File: src/rtl/display_pkg.sv
// Shared constants for the multiplexed 3-digit seven-segment display:
// segment patterns (a..g,dp in bits 7..0), active-low digit-select codes.
package display_pkg;

    localparam logic [7:0] SEG_0     = 8'b1111_1100;
    localparam logic [7:0] SEG_1     = 8'b0110_0000;
    localparam logic [7:0] SEG_2     = 8'b1101_1010;
    localparam logic [7:0] SEG_3     = 8'b1111_0010;
    localparam logic [7:0] SEG_4     = 8'b0110_0110;
    localparam logic [7:0] SEG_5     = 8'b1011_0110;
    localparam logic [7:0] SEG_6     = 8'b1011_1110;
    localparam logic [7:0] SEG_7     = 8'b1110_0000;
    localparam logic [7:0] SEG_8     = 8'b1111_1110;
    localparam logic [7:0] SEG_9     = 8'b1111_0110;
    localparam logic [7:0] SEG_BLANK = 8'b0000_0000;

    localparam logic [7:0] COM_ONES  = 8'b1111_1110;
    localparam logic [7:0] COM_TENS  = 8'b1111_1101;
    localparam logic [7:0] COM_HUNDS = 8'b1111_1011;
    localparam logic [7:0] COM_OFF   = 8'b1111_1111;

    typedef enum logic [1:0] {
        DIG_ONES  = 2'd0,
        DIG_TENS  = 2'd1,
        DIG_HUNDS = 2'd2
    } digit_sel_e;

    function automatic logic [7:0] com_code(input digit_sel_e sel);
        case (sel)
            DIG_ONES:  com_code = COM_ONES;
            DIG_TENS:  com_code = COM_TENS;
            DIG_HUNDS: com_code = COM_HUNDS;
            default:   com_code = COM_OFF;
        endcase
    endfunction

    // Scan order ones -> tens -> hundreds -> ones; the unused code 3 falls back to ones.
    function automatic digit_sel_e next_digit(input digit_sel_e sel);
        case (sel)
            DIG_ONES:  next_digit = DIG_TENS;
            DIG_TENS:  next_digit = DIG_HUNDS;
            default:   next_digit = DIG_ONES;
        endcase
    endfunction

endpackage

File: src/rtl/seg7_decoder.sv
// BCD digit to seven-segment pattern; non-decimal codes blank the digit.
module seg7_decoder
    import display_pkg::*;
(
    input  logic [3:0] digit,
    output logic [7:0] pattern
);

    always_comb begin
        case (digit)
            4'd0:    pattern = SEG_0;
            4'd1:    pattern = SEG_1;
            4'd2:    pattern = SEG_2;
            4'd3:    pattern = SEG_3;
            4'd4:    pattern = SEG_4;
            4'd5:    pattern = SEG_5;
            4'd6:    pattern = SEG_6;
            4'd7:    pattern = SEG_7;
            4'd8:    pattern = SEG_8;
            4'd9:    pattern = SEG_9;
            default: pattern = SEG_BLANK;
        endcase
    end

endmodule

File: src/rtl/display_unit.sv
// Time-multiplexed 3-digit decimal display driver for an 8-bit binary value,
// each digit held for DIGIT_CYCLES clocks, outputs registered.
module display_unit
    import display_pkg::*;
#(
    parameter int unsigned DIGIT_CYCLES = 256
) (
    input  logic       clk,
    input  logic       rst,
    input  logic       enable,
    input  logic [7:0] value,
    output logic [7:0] seg_COM,
    output logic [7:0] seg_DATA
);

    localparam int unsigned CW = $clog2(DIGIT_CYCLES);
    localparam logic [CW-1:0] CNT_LAST = CW'(DIGIT_CYCLES - 1);

    logic [CW-1:0] cnt_q, cnt_d;
    digit_sel_e    idx_q, idx_d;
    logic [7:0]    com_q, com_d;
    logic [7:0]    data_q, data_d;

    logic [3:0]    ones, tens, hunds;
    logic [3:0]    cur_digit;
    logic [7:0]    cur_pattern;

    always_comb begin
        hunds = 4'(value / 8'd100);
        tens  = 4'((value / 8'd10) % 8'd10);
        ones  = 4'(value % 8'd10);
    end

    always_comb begin
        case (idx_q)
            DIG_TENS:  cur_digit = tens;
            DIG_HUNDS: cur_digit = hunds;
            default:   cur_digit = ones;
        endcase
    end

    seg7_decoder u_dec (
        .digit   (cur_digit),
        .pattern (cur_pattern)
    );

    // Outputs are computed from the pre-edge index so COM and DATA always
    // describe the same digit, and a value change lands on the next edge.
    always_comb begin
        cnt_d  = cnt_q;
        idx_d  = idx_q;
        com_d  = COM_OFF;
        data_d = SEG_BLANK;
        if (enable) begin
            com_d  = com_code(idx_q);
            data_d = cur_pattern;
            if (cnt_q == CNT_LAST) begin
                cnt_d = '0;
                idx_d = next_digit(idx_q);
            end else begin
                cnt_d = cnt_q + 1'b1;
            end
        end else begin
            cnt_d = '0;
            idx_d = DIG_ONES;
        end
    end

    always_ff @(posedge clk) begin
        if (rst) begin
            cnt_q  <= '0;
            idx_q  <= DIG_ONES;
            com_q  <= COM_OFF;
            data_q <= SEG_BLANK;
        end else begin
            cnt_q  <= cnt_d;
            idx_q  <= idx_d;
            com_q  <= com_d;
            data_q <= data_d;
        end
    end

    assign seg_COM  = com_q;
    assign seg_DATA = data_q;

endmodule

File: config.mk
export PLATFORM = sky130hd
export DESIGN_NAME = display_unit
export DESIGN_NICKNAME = d
export VERILOG_FILES = /design/src/rtl/display_pkg.sv /design/src/rtl/seg7_decoder.sv /design/src/rtl/display_unit.sv
export SDC_FILE = /design/constraint.sdc
export NUM_CORES = 1
export LEC_CHECK = 0
export ABC_AREA = 1
export BUFFER_PORTS_ARGS = -buffer_cell sky130_fd_sc_hd__buf_2
export CORE_ASPECT_RATIO = 0.75
export CORE_MARGIN = 10
export CORE_UTILIZATION = 50
export CTS_BUF_LIST = sky130_fd_sc_hd__clkbuf_2 sky130_fd_sc_hd__clkbuf_4 sky130_fd_sc_hd__clkbuf_8
export DETAILED_ROUTE_END_ITERATION = 16
export GPL_TIMING_DRIVEN = 0
export HOLD_SLACK_MARGIN = 0.05
export PLACE_DENSITY = 0.78
export SYNTH_ARGS = -nofsm -noshare
export SYNTH_HDL_FRONTEND = slang
export SYNTH_HIERARCHICAL = 1
export SYNTH_SLANG_ARGS = --single-unit
export TNS_END_PERCENT = 1
File: constraint.sdc
create_clock -name clk -period 10.1 [get_ports clk]
set_input_delay 2.02 -clock clk [delete_from_list [all_inputs] [get_ports clk]]
set_output_delay 2.02 -clock clk [all_outputs]
set_load 0.02 [all_outputs]
==> results.cfg <==
[clock_tree]
cts_sinks = 21
cts_buffers = 3
cts_setup_buffers = 0
ctsResizeCount = 0
worstSkewPairLatency_ps = 260
ctsHoldBuffers = 0
root_buffer = clkbuf_8
htree_num_levels = 1
clk_pin_slew_ps = 70
cts_buffer_depth = 2
cts_tree = yes

[final_layout]
layout_common_cells = nand2_1, inv_1, nor2_1, dfxtp_1, buf_2
nets = 361
drive_gt1_share_pct = 27.4
n_fill_cell = 350
diodes = 0
mostFrequentLayoutCell = nand2_1
syn2layout_area_growth_pct = 11.6

[worst_setup_path]
crit_start = value[3]
worstPathArrival_ps = 5540
max_stage_delay_ps = 300
r2r_end = seg_DATA[4]$_SDFF_PP0_
path_class = primary input to flip-flop
cp_max_fo = 8
crit_slowest_cell = ha_1
cp-start-kind = primary input
r2r_start = idx_q[0]$_SDFFE_PP0P_
worstSetupEndpoint = seg_DATA[4]$_SDFF_PP0_
end_kind = flip-flop
rr_worst_depth = 31
crit_top_cell = nand2_1
rrSetupSlack_ps = 6500
required_ps = 10250

[drt]
drc = 0
ant_nets = 0
vias_per_cell = 4.73
drtPass1Iterations = 4
num_vias = 1837
routed_wl_um = 4110
drtIter0Drc = 122
routedWlPerCell_um = 10.6

[sta]
drv_slew = 0
clock_skew_ps = 1.80
hold_viol = 0
max_freq_mhz = 186
period_needed_ps = 5390
rsz0062_at_grt = false
tightest_slew_ps = 550
hold_slack_ps = 461
tns_ps = 0
max_slew_margin_pct = 62.8
min_period_over_period_pct = 53.3
setup_viol = 0

[yosys]
synth-seq-area-share_pct = 20.9
syn_area_per_cell_um2 = 6.57
synth_top_area_share_pct = 20.9
synthCells = 307
ys_warn_count = 6
ys_seq_elements = 21
netlist_area_mm2 = 0.00202
ys_types = 36
synth_area_leader_cell = dfxtp_1
synth_area_leaders = dfxtp_1, nand2_1, ha_1

[placed_design]
gp_congestion = 0.901
post-dp-hpwl_um = 3480
port_buffers = 21

[floorplan]
die_area_mm2 = 0.00700
num_rows = 19
initial_core_util_pct = 53.3
die-width_um = 93.3
die_h_um = 75.0
core_mm2 = 0.00378
io_pins = 27

[grt]
overflow = 0
grt_pass1_vias = 1729
grt_pass1_wl_um = 7310
grt_max_degree = 12
antenna_found_initial = 0
grtUsageTotal_pct = 12.3

[pwr]
ir_worst_vdd_v = 0.0000933
p_leak_nw = 1.21
power_density_mw_per_mm2 = 138

[outcome]
status = finished clean

[min_path]
hold_class = flip-flop to flip-flop

[run]
cap_violations = 0
[worst min path at each step]
stage	startpoint	cells past startpoint	end	slack (ps)
finish	cnt_q[0]$_SDFF_PP0_	1	cnt_q[0]$_SDFF_PP0_	460
global route	cnt_q[0]$_SDFF_PP0_	1	cnt_q[0]$_SDFF_PP0_	470
CTS	cnt_q[0]$_SDFF_PP0_	1	cnt_q[0]$_SDFF_PP0_	460
detailed placement	cnt_q[0]$_SDFF_PP0_	1	cnt_q[0]$_SDFF_PP0_	440
global placement	cnt_q[0]$_SDFF_PP0_	1	cnt_q[0]$_SDFF_PP0_	430
floorplan	cnt_q[0]$_SDFF_PP0_	1	cnt_q[0]$_SDFF_PP0_	420
[registers in the layout, indices dropped and copies added (netlist names)]
register  cells
cnt_q         8
idx_q         2
seg_COM       3
seg_DATA      8
[worst max-delay path, delay by kind of cell]
| kind | cells | cell delay, ps |
|---|---|---|
| buffers and inverters | 8 | 760 |
| multiplexers | 1 | 240 |
| adder cells (fa/ha/maj) | 3 | 670 |
| AND/OR/NAND/NOR | 21 | 1830 |
[cell families (layout without fill, tap and decap cells)]
logic type,after synthesis,count (layout),synth area share [%]
and+or+nand+nor,180,180,47.4
buffers and inverters,59,84,12.2
AOI/OAI and AO/OA,25,25,8.01
DFF,21,21,20.9
adders and majority gates,13,13,8.07
xor gates and xnor gates,6,6,2.61
other,2,6,0.373
muxes,1,1,0.497
[power breakdown]
group	switching, mW	internal (mW)	total [mW]
Combinational	0.108	0.0562	0.165
Clock	0.0252	0.0308	0.0559
Sequential	0.00140	0.0891	0.0905
Total	0.135	0.176	0.311
[routing by layer]
layer,up-vias,wire (um),track usage (%)
li1,1000,-,-
met1,789,1930,15.2
met2,42,1860,20.7
met3,6,250,3.18
met4,0,60,3.41
met5,-,0,0
[Yosys cell counts (all sizes together)]
cell / instances
clkinv: 1
o21ai: 7
xnor2: 1
xor2: 5
a22oi: 2
nand3: 23
nor2: 33
a21boi: 1
o311ai: 1
and2: 1
a21oi: 8
o31ai: 1
o41ai: 1
or2: 2
inv: 52
a31oi: 2
nor3: 4
conb: 2
mux2i: 1
buf: 6
nand3b: 1
o211ai: 2
nand4: 4
dfxtp: 21
nand2: 112
ha: 13
[area by class of cell]
cell class | instances | area [um2] | share of cell area (%)
plain buffers | 6 | 45.0 | 2.00
clock buffers | 4 | 48.8 | 2.17
inverters | 53 | 201 | 8.95
multi-input cells | 231 | 1360 | 60.6
flip-flops and latches | 21 | 420 | 18.7
well taps | 52 | 65.1 | 2.89
repair buffers | 21 | 105 | 4.67
[metrics by stage]
stage	power [mW]	cell area [um2]	util, %	instances	worst slack [ps]
after floorplan	0.227	2030	-	311	5090
after global placement	0.251	2200	58.2	384	4570
after detailed placement	0.257	2200	58.2	384	4450
after CTS	0.314	2250	59.5	388	4710
after global routing	0.341	2250	59.5	388	4280
final	0.311	2250	59.5	388	4710
Power figures use the tool's default switching activity.
